`src/rtl/aer_pkg.sv`:
```
// Shared types and helpers for the AER readout path: encoder state, default widths
// and the priority encoder used to pick the next spike address.
package aer_pkg;

   typedef enum logic {
      IDLE = 1'b0,
      SCAN = 1'b1
   } state_t;

   localparam int AER_TS_W   = 8;
   localparam int AER_ADDR_W = 3;
   localparam int EV_W       = AER_TS_W + AER_ADDR_W;

   // Widest spike vector the priority encoder accepts; narrower masks are zero-extended.
   localparam int MAX_N = 256;

   function automatic int lowest_set_index(input logic [MAX_N-1:0] vec);
      int idx;
      idx = 0;
      for (int i = MAX_N - 1; i >= 0; i--) begin
         if (vec[i]) idx = i;
      end
      return idx;
   endfunction

endpackage

```
`src/rtl/aer_fifo.sv`:
```
// First-word-fall-through FIFO with registered full/empty flags.
// Pushes are refused while full, even if a pop happens in the same cycle.
module aer_fifo #(
   parameter int WIDTH = 11,
   parameter int DEPTH = 4
) (
   input  logic             clk,
   input  logic             reset,
   input  logic             push,
   input  logic [WIDTH-1:0] push_data,
   input  logic             pop,
   output logic             full,
   output logic             empty,
   output logic [WIDTH-1:0] head
);

   localparam int AW = $clog2(DEPTH);

   logic [WIDTH-1:0] mem [DEPTH];
   logic [AW-1:0]    wr_ptr;
   logic [AW-1:0]    rd_ptr;
   logic [AW:0]      count;
   logic [AW:0]      count_next;
   logic             push_ok;
   logic             pop_ok;

   assign push_ok = push & ~full;
   assign pop_ok  = pop & ~empty;
   assign head    = empty ? '0 : mem[rd_ptr];

   always_comb begin
      count_next = count;
      if (push_ok && !pop_ok)
         count_next = count + (AW+1)'(1);
      else if (pop_ok && !push_ok)
         count_next = count - (AW+1)'(1);
   end

   always_ff @(posedge clk or posedge reset) begin
      if (reset) begin
         wr_ptr <= '0;
         rd_ptr <= '0;
         count  <= '0;
         full   <= 1'b0;
         empty  <= 1'b1;
      end else begin
         if (push_ok) wr_ptr <= wr_ptr + AW'(1);
         if (pop_ok)  rd_ptr <= rd_ptr + AW'(1);
         count <= count_next;
         full  <= (count_next == (AW+1)'(DEPTH));
         empty <= (count_next == '0);
      end
   end

   // Storage is data only; stale entries are masked by the empty flag.
   always_ff @(posedge clk) begin
      if (push_ok) mem[wr_ptr] <= push_data;
   end

endmodule

```
`src/rtl/spike_aer_encoder.sv`:
```
// Captures a neuron spike vector per timestep and serialises each set bit into an
// AER word {timestep, address}, lowest address first, through an event FIFO.
module spike_aer_encoder
   import aer_pkg::*;
#(
   parameter int N_NEURONS  = 8,
   parameter int ADDR_W     = AER_ADDR_W,
   parameter int TS_W       = AER_TS_W,
   parameter int FIFO_DEPTH = 4,
   parameter int CNT_W      = 8
) (
   input  logic                   clk,
   input  logic                   reset,
   input  logic                   step,
   input  logic [N_NEURONS-1:0]   spikes,
   output logic                   ev_valid,
   input  logic                   ev_ready,
   output logic [TS_W+ADDR_W-1:0] ev_data,
   output logic                   busy,
   output logic [CNT_W-1:0]       overrun_cnt
);

   state_t                 state;
   state_t                 state_next;
   logic [N_NEURONS-1:0]   mask;
   logic [N_NEURONS-1:0]   mask_next;
   logic [N_NEURONS-1:0]   mask_cleared;
   logic [TS_W-1:0]        ts;
   logic [TS_W-1:0]        ts_lat;
   logic [ADDR_W-1:0]      addr;
   logic [TS_W+ADDR_W-1:0] push_data;
   logic                   capture;
   logic                   push;
   logic                   drop;
   logic                   fifo_full;
   logic                   fifo_empty;

   assign addr         = ADDR_W'(lowest_set_index(MAX_N'(mask)));
   assign mask_cleared = mask & (mask - N_NEURONS'(1));
   assign push_data    = {ts_lat, addr};
   assign ev_valid     = ~fifo_empty;
   assign busy         = (state == SCAN);

   always_comb begin
      state_next = state;
      mask_next  = mask;
      capture    = 1'b0;
      push       = 1'b0;
      drop       = 1'b0;
      case (state)
         IDLE: begin
            if (step && (spikes != '0)) begin
               capture    = 1'b1;
               mask_next  = spikes;
               state_next = SCAN;
            end
         end
         SCAN: begin
            // Any step arriving mid-scan, including on the final push, is lost.
            drop = step;
            if (!fifo_full) begin
               push      = 1'b1;
               mask_next = mask_cleared;
               if (mask_cleared == '0) state_next = IDLE;
            end
         end
         default: state_next = IDLE;
      endcase
   end

   always_ff @(posedge clk or posedge reset) begin
      if (reset) begin
         state       <= IDLE;
         mask        <= '0;
         ts          <= '0;
         ts_lat      <= '0;
         overrun_cnt <= '0;
      end else begin
         state <= state_next;
         mask  <= mask_next;
         if (capture) ts_lat <= ts;
         if (step)    ts     <= ts + TS_W'(1);
         if (drop && (overrun_cnt != '1))
            overrun_cnt <= overrun_cnt + CNT_W'(1);
      end
   end

   aer_fifo #(
      .WIDTH (TS_W + ADDR_W),
      .DEPTH (FIFO_DEPTH)
   ) u_fifo (
      .clk       (clk),
      .reset     (reset),
      .push      (push),
      .push_data (push_data),
      .pop       (ev_ready),
      .full      (fifo_full),
      .empty     (fifo_empty),
      .head      (ev_data)
   );

endmodule

```
`config.mk`:
```
export PLATFORM = sky130hd
export DESIGN_NAME = spike_aer_encoder
export DESIGN_NICKNAME = d
export VERILOG_FILES = /design/src/rtl/aer_pkg.sv /design/src/rtl/aer_fifo.sv /design/src/rtl/spike_aer_encoder.sv
export SDC_FILE = /design/constraint.sdc
export NUM_CORES = 1
export LEC_CHECK = 0
export ABC_AREA = 0
export BUFFER_PORTS_ARGS = -buffer_cell sky130_fd_sc_hd__buf_2
export CAP_MARGIN = 20
export CORE_ASPECT_RATIO = 0.6
export CORE_MARGIN = 5
export CORE_UTILIZATION = 25
export CTS_BUF_LIST = sky130_fd_sc_hd__clkbuf_8
export DETAILED_ROUTE_END_ITERATION = 12
export MAX_ROUTING_LAYER = met4
export PLACE_DENSITY_LB_ADDON = 0.25
export SLEW_MARGIN = 20
export SYNTH_ARGS = -nofsm -noshare
export SYNTH_HDL_FRONTEND = slang
export SYNTH_SLANG_ARGS = --single-unit
```
`constraint.sdc`:
```
create_clock -name clk -period 1.94 [get_ports clk]
set_input_delay 0.097 -clock clk [delete_from_list [all_inputs] [get_ports clk]]
set_output_delay 0.097 -clock clk [all_outputs]
set_load 0.01 [all_outputs]
```
# Yosys cells after proc, flatten, opt, wreduce, memory -nomap -nowiden
# Memory sizes are Yosys's and may differ from the RTL's.
# Index checks and enable logic that the tools add are counted.
# word_totals
register_bits,42
in_bits,12
wordCells,62
ramBits,44
out_inout_bits,21
n_memories,1
# op_classes
eq_ne,4
reduce_logical,10
bitwise,6
addsub,7
muxes,24
# memory_table
memory,words,word_bits,rd,rd_clocked_by_memory_dff,write_ports,line_no,rtl
u_fifo.mem,4,11,1,0,1,aer_fifo.sv:19,logic [WIDTH-1:0] mem [DEPTH];
# op_table
operator,n
two-way mux 3 bit,10
adder 8 x 1 -> 8 bit (second input constant),2
two-way mux 8 bit,2
case mux 8 bit (2 select lines),1
two-way mux 11 bit,1
two-way mux 1 bit,9
bitwise AND 8 bit,1
zero test 8 bit,1
!= test 8 bit (second input constant),1
nonzero test 8 bit,1
subtractor 8 x 1 -> 8 bit (second input constant),1
adder 2 x 1 -> 2 bit (second input constant),2
logical AND 1 bit,4
!= test 2 bit (second input constant),2
adder 3 x 1 -> 3 bit (second input constant),1
== test 3 bit (second input constant),1
zero test 3 bit,1
inverter 1 bit,3
subtractor 3 x 1 -> 3 bit (second input constant),1
bitwise AND 1 bit,2
zero test 1 bit,2
case mux 1 bit (2 select lines),1
AND reduction 2 bit,1

# Depth between registers and ports, before layout
# depth
depth_word,8
depth_mapped,6
depth_no_buf,5

# By module
# From an unflattened synthesis, not the netlist that was laid out.
# hier_totals
hier_cells,267
area_unflattened_um2,3831.2
# modules_own_cells
module,cells_per_inst,n_inst,seq_area_each_um2,area_per_inst_um2
aer_fifo,125,1,1547.7,2230.9
spike_aer_encoder,142,1,825.8,1600.3

# Least setup slack after synthesis
# OpenSTA, ideal clock, no wires.
# synth_path
kind,register to register
from,register mask[1]
to,"register state, in the netlist busy"
period_less_slack_ns,1.761
n_path_buf,2
required_time_ns,1.803
setup_ns,0.137
stages_incl_launch_ff,7
arrival_time_ns,1.624
slack_ns,0.179
cell_sequence,dfrtp_1 -> buf_6 -> or4_4 -> buf_6 -> a2111oi_4 -> or3_1 -> nand3_1
# synth_via
elab_chain_cells,6
# synth_rtl
item,line_no,rtl
"start, declared",spike_aer_encoder.sv:25,logic [N_NEURONS-1:0] mask;
"start signal, assigned",spike_aer_encoder.sv:80,mask <= mask_next;
subtractor 8 x 1 -> 8 bit,spike_aer_encoder.sv:39,assign mask_cleared = mask & (mask - N_NEURONS'(1));
bitwise AND 8 bit (*),spike_aer_encoder.sv:39,
zero test 8 bit (*),spike_aer_encoder.sv:64,if (mask_cleared == '0) state_next = IDLE;
two-way mux 1 bit (*),spike_aer_encoder.sv:64,
two-way mux 1 bit (*),spike_aer_encoder.sv:61,if (!fifo_full) begin
case mux 1 bit (2 select lines) (*),spike_aer_encoder.sv:50,case (state)
via state_next,spike_aer_encoder.sv:24,state_t state_next;
"end signal, assigned",spike_aer_encoder.sv:79,state <= state_next;
"end, declared",spike_aer_encoder.sv:23,state_t state;
# Mark *: on every way through the listed nets, which the timed path passes. The rest lies on a longest branch.
# A chain may end at the register's enable or synchronous reset.

# Worst setup path in the final report
# layout_path
from,input spikes[2]
to,register mask[7]
# layout_via
elab_chain_cells,4
# layout_rtl
item,line_no,rtl
"start, declared",spike_aer_encoder.sv:15,"input logic [N_NEURONS-1:0] spikes,"
nonzero test 8 bit,spike_aer_encoder.sv:52,if (step && (spikes != '0)) begin
logical AND 1 bit,spike_aer_encoder.sv:52,
!= test 2 bit (no source line),n/a,
AND reduction 2 bit (no source line),n/a,
# No other way between the ends.

==> results.json <==
{
  "root_buffer": "clkbuf_8",
  "yosys.area.top_type": "edfxtp_1",
  "syn-num-nets": 311,
  "clock_skew_ns": 0.01004,
  "insertedDiodeCount": 0,
  "setup_tns_ns": 0,
  "synth-seq-cells": 86,
  "cp.depth": 5,
  "cts_tree": "yes",
  "clock.fmax_mhz": 533.3,
  "start_util_pct": 25.22,
  "ant_nets": 0,
  "clkTransAtPathRegs_ns": 0.09,
  "grt_max_degree": 43,
  "syn_area_um2": 3821,
  "syn_to_final_growth_pct": 20.69,
  "start_kind": "input port",
  "cellPowerDensity_nw_per_um2": 1642,
  "coreArea_um2": 15150,
  "leakage_nw": 1.850,
  "r2r-end": "mask[1]",
  "die_h_um": 105.8,
  "final-setup-viol-count": 0,
  "use_met2_pct": 12.59,
  "ctsLongestPathBuffers": 2,
  "ff2ff_path_depth": 4,
  "wire_per_inst_um": 14.88,
  "cap_violations": 0,
  "critPathKind": "in -> reg",
  "die_w_um": 169.6,
  "port_buffers": 32,
  "rsz0062_at_grt": "false",
  "grt_usage_pct": 9.856,
  "crit_start": "spikes[2]",
  "synth_top_area_share_pct": 34.58,
  "gp_congestion": 0.8033,
  "synthArstFlopShare_pct": 48.84,
  "ys_seq_area_share_pct": 62.12,
  "worst_slew_pin_slew_ns": 0.5831,
  "n_fill_cell": 1551,
  "ys_top_cells_by_area": "edfxtp_1 35%, dfrtp_1 27%, mux4_2 6.5%",
  "gr-total-overflow": 0,
  "synth_edf_count": 44,
  "status": "complete, no violations",
  "busiest_layer": "met1",
  "htree_num_levels": 3,
  "hp-class": "in -> reg",
  "ys_types": 48,
  "grt_pass1_vias": 2411,
  "cts.sinks": 86,
  "slew_violations": 0,
  "dpl.hpwl_um": 5757,
  "crit_required_ns": 2.19,
  "fin_crit_sh_pct": 96.66,
  "boundaryPins": 33,
  "arrival_ns": 2.12,
  "avgSynthCellArea_um2": 13.13,
  "firstDrtPassIters": 4,
  "gr-usage-met1_pct": 14.55,
  "reg2reg_from": "busy",
  "crit_buf_inv": 2,
  "grt_antenna_before_repair": 0,
  "synth_flop_cell": "edfxtp_1",
  "utilization_pct": 30.44,
  "drt-vias-per-instance": 4.344,
  "min_period_ns": 1.875,
  "max-vdd-ir-drop_mv": 0.5219,
  "cp_cell_sequence": "dlygate4sd3_1 -> buf_2 -> or4_1 -> o21a_1 -> a221o_1",
  "gr-usage-met3_pct": 3.298,
  "drc_errors": 0,
  "critPathMaxFanout": 11,
  "reg2reg_slack_ns": 0.17,
  "nNetsFinal": 368,
  "cp_top_family": "compound AO/OA/AOI/OAI gates",
  "synthTopCellsByCount": "44 x edfxtp_1, 41 x dfrtp_1, 39 x nand2_1, 15 x and2_1, 15 x nor2_1",
  "clock_latency_ns": 0.37,
  "yosysMostFrequentCell": "edfxtp_1",
  "syn_inst": 291,
  "fp.dieArea_um2": 17940,
  "end_kind": "register",
  "yosysWarnings": 0,
  "slowest_delay_ns": 0.56,
  "vias": 2415,
  "routed_wl_um": 8272,
  "endpoint": "mask[7]",
  "drt_iter0_markers": 183,
  "hold_viol": 0,
  "maxSlewHeadroom_pct": 61.13,
  "cts_buffers": 9,
  "drive_above_1_share_pct": 25.50,
  "fp-row-count": 35,
  "slowest_stage": "or4_1",
  "grt_pass1_wl_um": 13120
}
[layer usage]
metal / wire length, um / part of all wire [%] / vias to the layer above
li1: - / - / 1166
met1: 4450 / 54 / 1189
met2: 3331 / 40 / 53
met3: 415 / 5.0 / 7
met4: 76 / 0.92 / 0
met5: 0 / 0 / -
[worst min-delay path by stage]
stage,from,end,slack [ns],cells past startpoint
after detailed placement,reset,overrun_cnt[6],0.28,3
after floorplan,spikes[2],mask[2],0.21,2
final,spikes[7],mask[7],0.02,2
after global routing,spikes[7],mask[7],0.009,2
after global placement,reset,u_fifo.wr_ptr[0],0.27,3
after CTS,spikes[7],mask[7],0.005,2
[placed cells by master (no fill, tap or decap), drive strengths merged, types with 2 or more instances in the layout]
cell,Yosys,layout
clkbuf,5,9
a211oi,2,2
nor3,4,4
mux4,11,11
o311ai,3,3
mux2,2,2
o211ai,7,7
dlygate4sd3,0,7
xor2,8,8
o21ai,7,7
nand2,39,39
nor4,2,2
nand4,2,2
nand3,13,13
nor2b,3,3
buf,9,53
dfrtp,41,41
inv,11,14
and2,15,15
ha,8,8
or4,4,4
clkinv,0,4
edfxtp,44,44
xnor2,10,10
a21oi,5,5
nand2b,3,3
nor2,15,15
and3,2,2
[metrics by stage]
stage / hold WS [ns] / total power, mW / area (um^2) / instances / setup slack (ns)
CTS: 0.005239 / 7.632 / 4603 / 556 / 0.03411
floorplan: 0.2127 / 5.227 / 3821 / 291 / 0.1785
global route: 0.009443 / 8.113 / 4612 / 556 / 0.001580
detailed placement: 0.2770 / 6.322 / 4317 / 531 / 0.2169
global placement: 0.2723 / 6.274 / 4317 / 531 / 0.1293
finish: 0.01998 / 7.571 / 4612 / 556 / 0.06485
[worst register-to-register path: cells and delay by family, from the launching register on]
kind	cells	cell delay [ns]
and+or+nand+nor	1	0.32
AOI/OAI and AO/OA	3	0.91
DFF	1	0.44
[cell families (layout without fill, tap and decap cells)]
logic type | after synthesis | in the layout | synth area share, %
adders and majority gates | 9 | 9 | 2.882
xor gates and xnor gates | 18 | 18 | 4.126
DFF | 86 | 86 | 62.12
muxes | 13 | 13 | 7.073
and+or+nand+nor | 104 | 104 | 13.39
AOI/OAI and AO/OA | 36 | 36 | 7.401
buffers and inverters | 25 | 87 | 3.012
[state kept, by name, summed over array words and instances, names as in the netlist]
name,count
u_fifo.count,3
u_fifo.rd_ptr,2
u_fifo.full,1
overrun_cnt,8
busy,1
ts,8
mask,8
u_fifo.wr_ptr,2
u_fifo.mem,44
u_fifo.empty,1
ts_lat,8
[power by group]
part | internal [mW] | switching (mW) | leakage (nW)
clock network | 0.512 | 0.739 | 0.103
logic | 1.44 | 1.52 | 0.819
registers | 2.79 | 0.578 | 0.928
total | 4.73 | 2.84 | 1.85
[cell type report]
| cell class | instances | area (um^2) | area share, % |
|---|---|---|---|
| sequential | 86 | 2375 | 51.49 |
| timing repair buffer | 60 | 406.6 | 8.817 |
| inverter | 11 | 41.29 | 0.8953 |
| tap | 203 | 254.0 | 5.507 |
| clock inverter | 7 | 76.32 | 1.655 |
| clock buffer | 9 | 123.9 | 2.686 |
| multi-input combinational | 180 | 1335 | 28.95 |
[timing repair]
| item | 4_1_cts | 5_1_grt |
|---|---|---|
| endpoints found under the setup margin | 10 | 1 |
| endpoints found under the hold margin | 47 | 0 |
| pin swaps | 0 | 0 |
| hold buffers | 7 | 0 |
| setup buffers | 2 | 0 |
| resized for setup | 1 | 2 |
(Power assumes the default switching activity.)
